File: src/rtl/gpio_reg_bank_pkg.sv
// Shared constants for the lock-in configuration register bank:
// GPIO field positions, special bus addresses, readback codes and
// the register map used by the lock-in tops.
package lockin_cfg_pkg;

  // GPIO input word layout
  localparam int ADDR_MSB = 15;
  localparam int DATA_LSB = 16;
  localparam int DATA_MSB = 23;
  localparam int WCLK_BIT = 24;

  // Default special addresses
  localparam logic [15:0] DEF_COMMIT_ADDR = 16'hFFFF;
  localparam logic [15:0] DEF_RDSEL_ADDR  = 16'hFFFE;

  // Readback selector codes beyond the register range
  localparam logic [7:0] RB_STATUS  = 8'hFF;
  localparam logic [7:0] RB_SHADOW0 = 8'hFE;

  // Lock-in register map
  localparam int REG_CNTR   = 0;
  localparam int REG_SINC   = 1;
  localparam int REG_INC    = 2;
  localparam int REG_SCALAR = 3;

  // Classification of one bus write event
  typedef enum logic [2:0] {
    DEC_NONE,
    DEC_COMMIT,
    DEC_RDSEL,
    DEC_REG,
    DEC_ERR
  } dec_e;

  // Replace one byte lane of a 32-bit word.
  function automatic logic [31:0] set_byte(input logic [31:0] word,
                                           input logic [1:0]  lane,
                                           input logic [7:0]  data);
    logic [31:0] res;
    res = word;
    res[8*lane +: 8] = data;
    return res;
  endfunction

endpackage

File: src/rtl/gpio_reg_bank_wstrobe_sync.sv
// Brings the PS GPIO write strobe into the ADC clock domain and turns
// each rising edge into a single-cycle write event. Address and data
// are held stable by the PS while the strobe is high, so they are
// taken straight from the bus in the event cycle.
module gpio_wstrobe_sync
  import lockin_cfg_pkg::*;
(
  input  logic        clk,
  input  logic        rst,
  input  logic [31:0] i_gpio,
  output logic        o_wr_evt,
  output logic [15:0] o_wr_addr,
  output logic [7:0]  o_wr_data
);

  logic r_sync1;
  logic r_sync2;
  logic r_sync2_d;
  logic w_unused;

  // Two-stage synchroniser plus one delay stage for edge detection.
  always_ff @(posedge clk) begin
    if (!rst) begin
      // NOTE: these reset to 1, not 0, so a strobe already high when reset
      // releases is seen as "no change" instead of a fresh rising edge.
      r_sync1   <= 1'b1;
      r_sync2   <= 1'b1;
      r_sync2_d <= 1'b1;
    end else begin
      r_sync1   <= i_gpio[WCLK_BIT];
      r_sync2   <= r_sync1;
      r_sync2_d <= r_sync2;
    end
  end

  assign o_wr_evt  = r_sync2 & ~r_sync2_d;
  assign o_wr_addr = i_gpio[ADDR_MSB:0];
  assign o_wr_data = i_gpio[DATA_MSB:DATA_LSB];

  // Bits above the strobe carry no meaning on this bus.
  assign w_unused = &{1'b0, i_gpio[31:WCLK_BIT+1]};

endmodule

File: src/rtl/gpio_reg_bank.sv
// GPIO-addressed configuration register bank. Byte writes land in
// per-register shadow words; live outputs change only on a commit
// (global commit address, or per-register auto commit on the top lane),
// so the datapath never sees a half-written word. A registered readback
// mux returns a live register, the status counters or shadow word 0.
module gpio_reg_bank
  import lockin_cfg_pkg::*;
#(
  parameter int                   N_REGS      = 8,
  parameter int                   LANE_W      = 2,
  parameter logic [15:0]          COMMIT_ADDR = DEF_COMMIT_ADDR,
  parameter logic [15:0]          RDSEL_ADDR  = DEF_RDSEL_ADDR,
  parameter bit                   AUTO_COMMIT = 1'b0,
  parameter logic [N_REGS*32-1:0] RESET_VALS  = '0
) (
  input  logic                  clk,
  input  logic                  rst,
  input  logic [31:0]           gpio_in,
  output logic [N_REGS*32-1:0]  regs_o,
  output logic                  commit_o,
  output logic [31:0]           gpio_out
);

  localparam int BYTES  = 1 << LANE_W;
  localparam int SLOT_W = 16 - LANE_W;
  localparam int IDX_W  = (N_REGS > 1) ? $clog2(N_REGS) : 1;

  logic              w_wr_evt;
  logic [15:0]       w_wr_addr;
  logic [7:0]        w_wr_data;
  logic [SLOT_W-1:0] w_slot;
  logic [LANE_W-1:0] w_lane;
  logic [IDX_W-1:0]  w_idx;
  logic              w_idx_ok;
  logic              w_auto;
  logic [31:0]       w_new_word;
  dec_e              w_dec;

  logic [31:0]       r_shadow [N_REGS];
  logic [31:0]       r_live   [N_REGS];
  logic [7:0]        r_rd_sel;
  logic [15:0]       r_commit_cnt;
  logic [15:0]       r_err_cnt;
  logic              r_commit;
  logic [31:0]       r_gpio_out;

  gpio_wstrobe_sync u_wstrobe_sync (
    .clk       (clk),
    .rst       (rst),
    .i_gpio    (gpio_in),
    .o_wr_evt  (w_wr_evt),
    .o_wr_addr (w_wr_addr),
    .o_wr_data (w_wr_data)
  );

  assign w_slot     = w_wr_addr[15:LANE_W];
  assign w_lane     = w_wr_addr[LANE_W-1:0];
  assign w_idx      = w_slot[IDX_W-1:0];
  assign w_idx_ok   = (32'(w_slot) < 32'(N_REGS));
  assign w_auto     = AUTO_COMMIT && (w_lane == LANE_W'(BYTES - 1));
  assign w_new_word = set_byte(r_shadow[w_idx], 2'(w_lane), w_wr_data);

  // Classify the write event; special addresses win over the index decode.
  always_comb begin
    // NOTE: default first so every path assigns w_dec and no latch is inferred.
    w_dec = DEC_NONE;
    if (w_wr_evt) begin
      if (w_wr_addr == COMMIT_ADDR)      w_dec = DEC_COMMIT;
      else if (w_wr_addr == RDSEL_ADDR)  w_dec = DEC_RDSEL;
      else if (w_idx_ok)                 w_dec = DEC_REG;
      else                               w_dec = DEC_ERR;
    end
  end

  // Shadow/live arrays, readback selector, counters and the commit pulse.
  always_ff @(posedge clk) begin
    if (!rst) begin
      // NOTE: the arrays are reset on purpose: a reset must drop any
      // uncommitted shadow bytes and restore the power-up register values.
      for (int i = 0; i < N_REGS; i++) begin
        r_shadow[i] <= RESET_VALS[32*i +: 32];
        r_live[i]   <= RESET_VALS[32*i +: 32];
      end
      r_rd_sel     <= 8'h00;
      r_commit_cnt <= 16'h0000;
      r_err_cnt    <= 16'h0000;
      r_commit     <= 1'b0;
    end else begin
      r_commit <= 1'b0;
      case (w_dec)
        DEC_COMMIT: begin
          for (int i = 0; i < N_REGS; i++) r_live[i] <= r_shadow[i];
          r_commit_cnt <= r_commit_cnt + 16'd1;
          r_commit     <= 1'b1;
        end
        DEC_RDSEL: r_rd_sel <= w_wr_data;
        DEC_REG: begin
          r_shadow[w_idx] <= w_new_word;
          if (w_auto) begin
            r_live[w_idx] <= w_new_word;
            r_commit_cnt  <= r_commit_cnt + 16'd1;
            r_commit      <= 1'b1;
          end
        end
        DEC_ERR: begin
          if (r_err_cnt != 16'hFFFF) r_err_cnt <= r_err_cnt + 16'd1;
        end
        default: ;
      endcase
    end
  end

  // Registered readback mux.
  always_ff @(posedge clk) begin
    if (!rst) begin
      r_gpio_out <= 32'h0;
    end else if (32'(r_rd_sel) < 32'(N_REGS)) begin
      r_gpio_out <= r_live[r_rd_sel[IDX_W-1:0]];
    end else if (r_rd_sel == RB_STATUS) begin
      r_gpio_out <= {r_commit_cnt, r_err_cnt};
    end else if (r_rd_sel == RB_SHADOW0) begin
      r_gpio_out <= r_shadow[0];
    end else begin
      r_gpio_out <= 32'h0;
    end
  end

  // Flatten the live array onto the output bus.
  always_comb begin
    regs_o = '0;
    for (int i = 0; i < N_REGS; i++) regs_o[32*i +: 32] = r_live[i];
  end

  assign commit_o = r_commit;
  assign gpio_out = r_gpio_out;

endmodule
File: config.mk
export PLATFORM = sky130hd
export DESIGN_NAME = gpio_reg_bank
export DESIGN_NICKNAME = d
export VERILOG_FILES = /design/src/rtl/gpio_reg_bank_pkg.sv /design/src/rtl/gpio_reg_bank_wstrobe_sync.sv /design/src/rtl/gpio_reg_bank.sv
export SDC_FILE = /design/constraint.sdc
export NUM_CORES = 1
export LEC_CHECK = 0
export ABC_AREA = 1
export BUFFER_PORTS_ARGS = -buffer_cell sky130_fd_sc_hd__buf_2
export CAP_MARGIN = 30
export CORE_MARGIN = 2
export CORE_UTILIZATION = 55
export DETAILED_ROUTE_END_ITERATION = 10
export PLACE_DENSITY = 0.76
export SYNTH_ARGS = -nofsm -noshare
export SYNTH_HDL_FRONTEND = slang
export SYNTH_HIERARCHICAL = 1
export SYNTH_SLANG_ARGS = --single-unit
File: constraint.sdc
create_clock -name clk -period 11.62 [get_ports clk]
set_input_delay 1.162 -clock clk [delete_from_list [all_inputs] [get_ports clk]]
set_output_delay 1.162 -clock clk [all_outputs]
set_load 0.02 [all_outputs]
**Word level (Yosys, flattened, before mapping)**

Memory sizes are Yosys's and may differ from the RTL's. A register that Yosys moved wholly into a read port is not among the register bits.
Cells that the tools add are included.

- Divide/modulo/power cells: 0
- Order comparisons: 2
- Bitwise logic cells: 10
- Shift-type cells: 2
- Add/subtract/negate cells: 3
- $mul: 0
- Multiplexer cells: 28
- Reductions and logical operators: 2
- Eq/ne operators: 9

Operators by type and width:

| operator | count |
|---|---|
| $mux W32 | 12 |
| $neg A5 Y34 | 1 |
| $shift A8 B34 Y32 const A | 1 |
| $shiftx A8 B34 Y32 | 1 |
| $add A16 B1 Y16 const B | 2 |
| $bwmux W32 | 1 |
| $eq A16 B16 Y1 const B | 2 |
| $reduce_or A32 Y1 | 1 |
| $mux W3 | 7 |
| $eq A8 B8 Y1 const B | 2 |
| $ne A16 B16 Y1 const B | 1 |
| $lt A14 B4 Y1 const B | 1 |
| $lt A8 B4 Y1 const B | 1 |
| $mux W1 | 8 |
| $or A1 B1 Y1 | 8 |
| $eq A3 B2 Y1 const B | 2 |
| $eq A3 B1 Y1 const B | 1 |
| $eq A3 B3 Y1 const B | 1 |
| $reduce_and A2 Y1 | 1 |
| $and A1 B1 Y1 | 1 |
| $not A1 Y1 | 1 |

- Latch bits: 0
- Register bits after elaboration: 76
- Bits of input ports: 34
- Bits in read-only memories: 0
- Memory bits (writable): 512
- Memories kept: 2
- Logic and storage cells: 66
- Output and inout port bits: 289

Memories:

| name | depth | bits a word | read ports | clocked after Yosys merged registers in | wr ports | line | source |
|---|---|---|---|---|---|---|---|
| r_live | 8 | 32 | 9 | 1 | 8 | gpio_reg_bank.sv:40 | `logic [31:0] r_live [N_REGS];` |
| r_shadow | 8 | 32 | 9 | 0 | 8 | gpio_reg_bank.sv:39 | `logic [31:0] r_shadow [N_REGS];` |

**Logic depth before layout (Yosys ltp)**

- Word-level depth: 11
- Mapped depth: 13
- Gate-level depth less buffers: 11

**Hierarchy**

Netlist, hierarchy kept.

Modules (own cells, without submodules):

| module | cells an instance | instances | area each (um^2) | sequential area each (um^2) |
|---|---|---|---|---|
| gpio_reg_bank | 2840 | 1 | 27589.0 | 16896.2 |
| gpio_wstrobe_sync | 34 | 1 | 269.0 | 60.1 |

**Worst setup path before layout**

Ideal clock, no wire load.

- Path type: input-to-reg
- Start point: input gpio_in[0]
- End point: memory r_live[0][0] (enable)
- Path buffers: 2
- Data required time: 9.657 ns
- Cell stages on the path: 9
- Setup time: 1.963 ns
- Data arrival time: 6.244 ns
- Setup slack: 3.413 ns
- Cell sequence: buf_4 -> ha_1 -> buf_2 -> inv_2 -> nor2_1 -> nand2_2 -> nor2_2 -> nand2_1 -> nand2_1

RTL lines:

| element | line | source |
|---|---|---|
| from (decl) | gpio_reg_bank.sv:18 | `input logic [31:0] gpio_in,` |
| to (decl) | gpio_reg_bank.sv:40 |  |

==> results.txt <==
----------------------------------------------------
[Drt]
  Routed length per instance ... 25.2 µm
  Initial DRC Count ... 3616
  Total Wirelength ... 96200 µm
  Antenna violation net count after detailed routing ... 0
  Drt pass-1 iters ... 8
  DR vias/cell ... 5.99
  Vias after detailed routing ... 22.9k
  DR DRC count ... 0

[Pwr]
  Cell leakage power ... 12.8 nW
  Power per standard cell area ... 148 mW/mm²
  Peak supply drop ... 0.119 mV

[Floorplanning]
  Chip height ... 229 µm
  Number of top-level pins ... 323
  Row count ... 82
  Initial Utilization ... 0.556
  Area of the die ... 0.0525 mm²
  Area inside the core boundary ... 0.0501 mm²
  Die Span X ... 229 µm

[Yosys]
  Instance count of the mapped netlist ... 2874
  Count of state elements after synthesis ... 591
  Top_reg_cell synth ... sky130_fd_sc_hd__edfxtp_1
  Post-synth top area cell ... sky130_fd_sc_hd__edfxtp_1
  Largest cells by area after synthesis ... sky130_fd_sc_hd__edfxtp_1 55%, sky130_fd_sc_hd__nor2_1 8.2%, sky130_fd_sc_hd__dfxtp_1 5.7%
  Async set or reset register ratio after synthesis ... 0
  Cell area after synthesis ... 0.0279 mm²
  Syn Area/Cell ... 9.69 µm²
  Number of enable-type register cells in the synthesized netlist ... 512
  Fraction of the yosys area taken by sequential cells ... 0.609
  Syn Nets ... 2915
  Yosys warning total ... 6
  Yosys cell types ... 37
  Area share of the largest cell type after synthesis ... 0.552

[CTS]
  Cts bufs inserted ... 59
  CTS tree ... done
  CTS root buf ... sky130_fd_sc_hd__clkbuf_16
  CTS clk-pin slew, worst paths ... 0.06 ns
  Hold Buf Count CTS ... 0
  Maximum buffer depth of the clock tree ... 3
  Quantity of gates resized following cts ... 0
  H-Tree Depth ... 2
  Number of sinks driven by the clock tree ... 591
  Post-CTS repair timing setup buffer count ... 0
  Worst-skew pair later-pin latency ... 0.64 ns

[STA]
  Post-route clock period utilization ... 0.439
  Setup TNS Final ... 0 ns
  Least-Margin Pin Slew ... 1.03 ns
  Setup violation total in the final timing report ... 0
  Unrepaired setup endpoints after global routing ... no
  Worst max-slew margin expressed relative to the limit ... 0.309
  Final Max Tran Viols ... 0
  Max Clk Rate ... 196 MHz
  Time the worst path needs with I/O delays and setup ... 5.10 ns
  Total count of hold-check failures in the final report ... 0
  Clock skew after layout ... 0.0226 ns

[Place]
  Input/output buffers ... 315
  Routability congestion estimate ... 1.19
  HPWL after DPL ... 66400 µm

[GRT]
  First-pass GRT wire length ... 139000 µm
  Met1 Track Usage GR ... 0.517
  Met3 demand-to-capacity share in global routing ... 0.110
  Total track usage ... 0.361
  Total congestion overflow ... 0
  Vias in the first global route ... 21.2k
  Maximum number of pins on one net before global-route repair ... 134
  Number of antenna violations at the first check in global routing ... 6
  Met2 Track Usage GR ... 0.516
  Layer with the highest usage after global routing ... met1

[Job]
  Number of maximum-capacitance constraint violations ... 0

[Run status]
  Result of the run ... completed

[Final layout]
  Number of nets at the end of the flow ... 3134
  Share of post-route cells with drive strength above 1 ... 0.210
  Fill cell count ... 4107
  Area Overhead vs Synth ... 13.3%
  End-of-flow core utilization ... 0.630

[Critical path]
  Worst setup SP type ... input pin
  Worst Path Max Fanout ... 33
  Worst r2r path cells ... 9
  Worst EP required ... 11.90 ns
  Critical path endpoint category ... register
  Type of the worst setup path ... in2reg
  FF-to-FF setup slack ... 7.40 ns
  Worst Path Arrival ... 5.39 ns

[Worst hold path]
  Type of the tightest min-delay check ... reg2reg
  Number of cells traversed by the worst hold path ... 2

----------------------------------------------------
==> critical path, cell delays in order <==
cell and delay [ns]:
sky130_fd_sc_hd__buf_2 0.18, sky130_fd_sc_hd__ha_1 0.42, sky130_fd_sc_hd__inv_2 0.17, sky130_fd_sc_hd__nor2_1 0.13, sky130_fd_sc_hd__nand2_2 0.14, sky130_fd_sc_hd__nor2_2 0.07, sky130_fd_sc_hd__nor2_2 0.53, sky130_fd_sc_hd__nand3_2 0.31
sky130_fd_sc_hd__nor2_4 0.24, sky130_fd_sc_hd__nand2_2 0.59, sky130_fd_sc_hd__nand2_1 0.92, sky130_fd_sc_hd__buf_4 0.49
==> where the power goes <==
group / total, mW / internal [mW] / switching [mW]
registers: 2.43 / 2.37 / 0.0603
clock network: 1.89 / 1.07 / 0.819
logic: 0.347 / 0.0797 / 0.267
total: 4.67 / 3.52 / 1.15
==> registers in the layout, indices dropped and copies added (netlist names), named ones only <==
signal / cells
u_wstrobe_sync/r_sync2: 1
r_commit_cnt: 16
r_rd_sel: 8
r_err_cnt: 16
r_shadow: 256
commit_o: 1
u_wstrobe_sync/r_sync2_d: 1
r_live: 256
u_wstrobe_sync/r_sync1: 1
gpio_out: 32
==> layout make-up <==
cell class | instances | area [µm²] | share of cell area
flip-flops and latches | 591 | 17000 | 0.538
multi-input cells | 1723 | 8500 | 0.269
repair buffers | 350 | 1950 | 0.0619
clock buffers | 78 | 1630 | 0.0517
inverters | 368 | 1380 | 0.0438
well taps | 672 | 841 | 0.0266
clock inverters | 33 | 280 | 0.00888
diodes | 1 | 2.50 | 0.0000793
==> layout by cell type (no fill, tap or decap), drive strengths merged, types with 4 or more instances in the layout <==
cell type | netlist | routed
nor2 | 772 | 772
clkinv | 1 | 29
o211ai | 157 | 157
buf | 119 | 350
nand3 | 76 | 76
nand2 | 308 | 308
nand4 | 21 | 21
ha | 7 | 7
clkbuf | 73 | 78
inv | 367 | 365
o21ai | 207 | 207
o22ai | 35 | 35
nor3 | 30 | 30
dfxtp | 79 | 79
a21oi | 88 | 88
edfxtp | 512 | 512
bufinv | 0 | 4
xor2 | 13 | 13
==> path summary, 6_finish.rpt <==
kind,start,end
setup / recovery,gpio_in[0],r_shadow[5][3]
hold / removal,u_wstrobe_sync/r_sync1,u_wstrobe_sync/r_sync2
setup reg to reg,u_wstrobe_sync/r_sync2,r_shadow[5][3]
hold reg to reg,u_wstrobe_sync/r_sync1,u_wstrobe_sync/r_sync2
==> synth_stat cells, types with 3 or more instances <==
| library cell | n |
|---|---|
| sky130_fd_sc_hd__dfxtp_1 | 79 |
| sky130_fd_sc_hd__nand4_1 | 20 |
| sky130_fd_sc_hd__buf_1 | 7 |
| sky130_fd_sc_hd__nand2_1 | 296 |
| sky130_fd_sc_hd__buf_4 | 26 |
| sky130_fd_sc_hd__edfxtp_1 | 512 |
| sky130_fd_sc_hd__o22ai_1 | 27 |
| sky130_fd_sc_hd__o211ai_1 | 157 |
| sky130_fd_sc_hd__nand2_2 | 12 |
| sky130_fd_sc_hd__nor3_1 | 27 |
| sky130_fd_sc_hd__o22ai_2 | 8 |
| sky130_fd_sc_hd__inv_1 | 364 |
| sky130_fd_sc_hd__xor2_1 | 13 |
| sky130_fd_sc_hd__o21ai_1 | 16 |
| sky130_fd_sc_hd__nor2_2 | 160 |
| sky130_fd_sc_hd__o21ai_0 | 191 |
| sky130_fd_sc_hd__inv_2 | 3 |
| sky130_fd_sc_hd__buf_2 | 67 |
| sky130_fd_sc_hd__nand3_1 | 74 |
| sky130_fd_sc_hd__buf_6 | 19 |
| sky130_fd_sc_hd__ha_1 | 7 |
| sky130_fd_sc_hd__nor2_1 | 610 |
| sky130_fd_sc_hd__a21oi_1 | 64 |
| sky130_fd_sc_hd__a21oi_2 | 24 |
| sky130_fd_sc_hd__a31oi_1 | 3 |
| sky130_fd_sc_hd__clkbuf_1 | 72 |
==> routing by layer <==
metal	vias up	part of all wire
met3	267	0.16
met4	8	0.045
met1	10872	0.37
li1	9951	-
met5	-	0.00047
met2	1773	0.42
==> cells by family after synthesis <==
group                    Yosys count  share of synthesized area
buffers and inverters            560                     0.0871
AO/OA/AOI/OAI                    490                      0.109
flip-flops                       591                      0.609
adder cells (fa/ha/maj)            7                    0.00314
XOR/XNOR                          13                    0.00409
AND/OR/NAND/NOR                 1213                      0.188
==> metrics by stage <==
stage | total power, mW | hold slack (ns) | instance area, µm² | instances | setup slack (ns)
2_1_floorplan | 2.67 | 0.380 | 27900 | 2874 | 3.41
3_3_place_gp | 2.80 | 0.391 | 29500 | 3697 | 6.03
3_5_place_dp | 2.81 | 0.394 | 29600 | 3701 | 5.89
4_1_cts | 4.66 | 0.409 | 31500 | 3812 | 6.53
5_1_grt | 4.78 | 0.442 | 31600 | 3816 | 6.39
6_report | 4.67 | 0.404 | 31600 | 3816 | 6.52
Note: power is estimated with default switching activity, not from simulation.
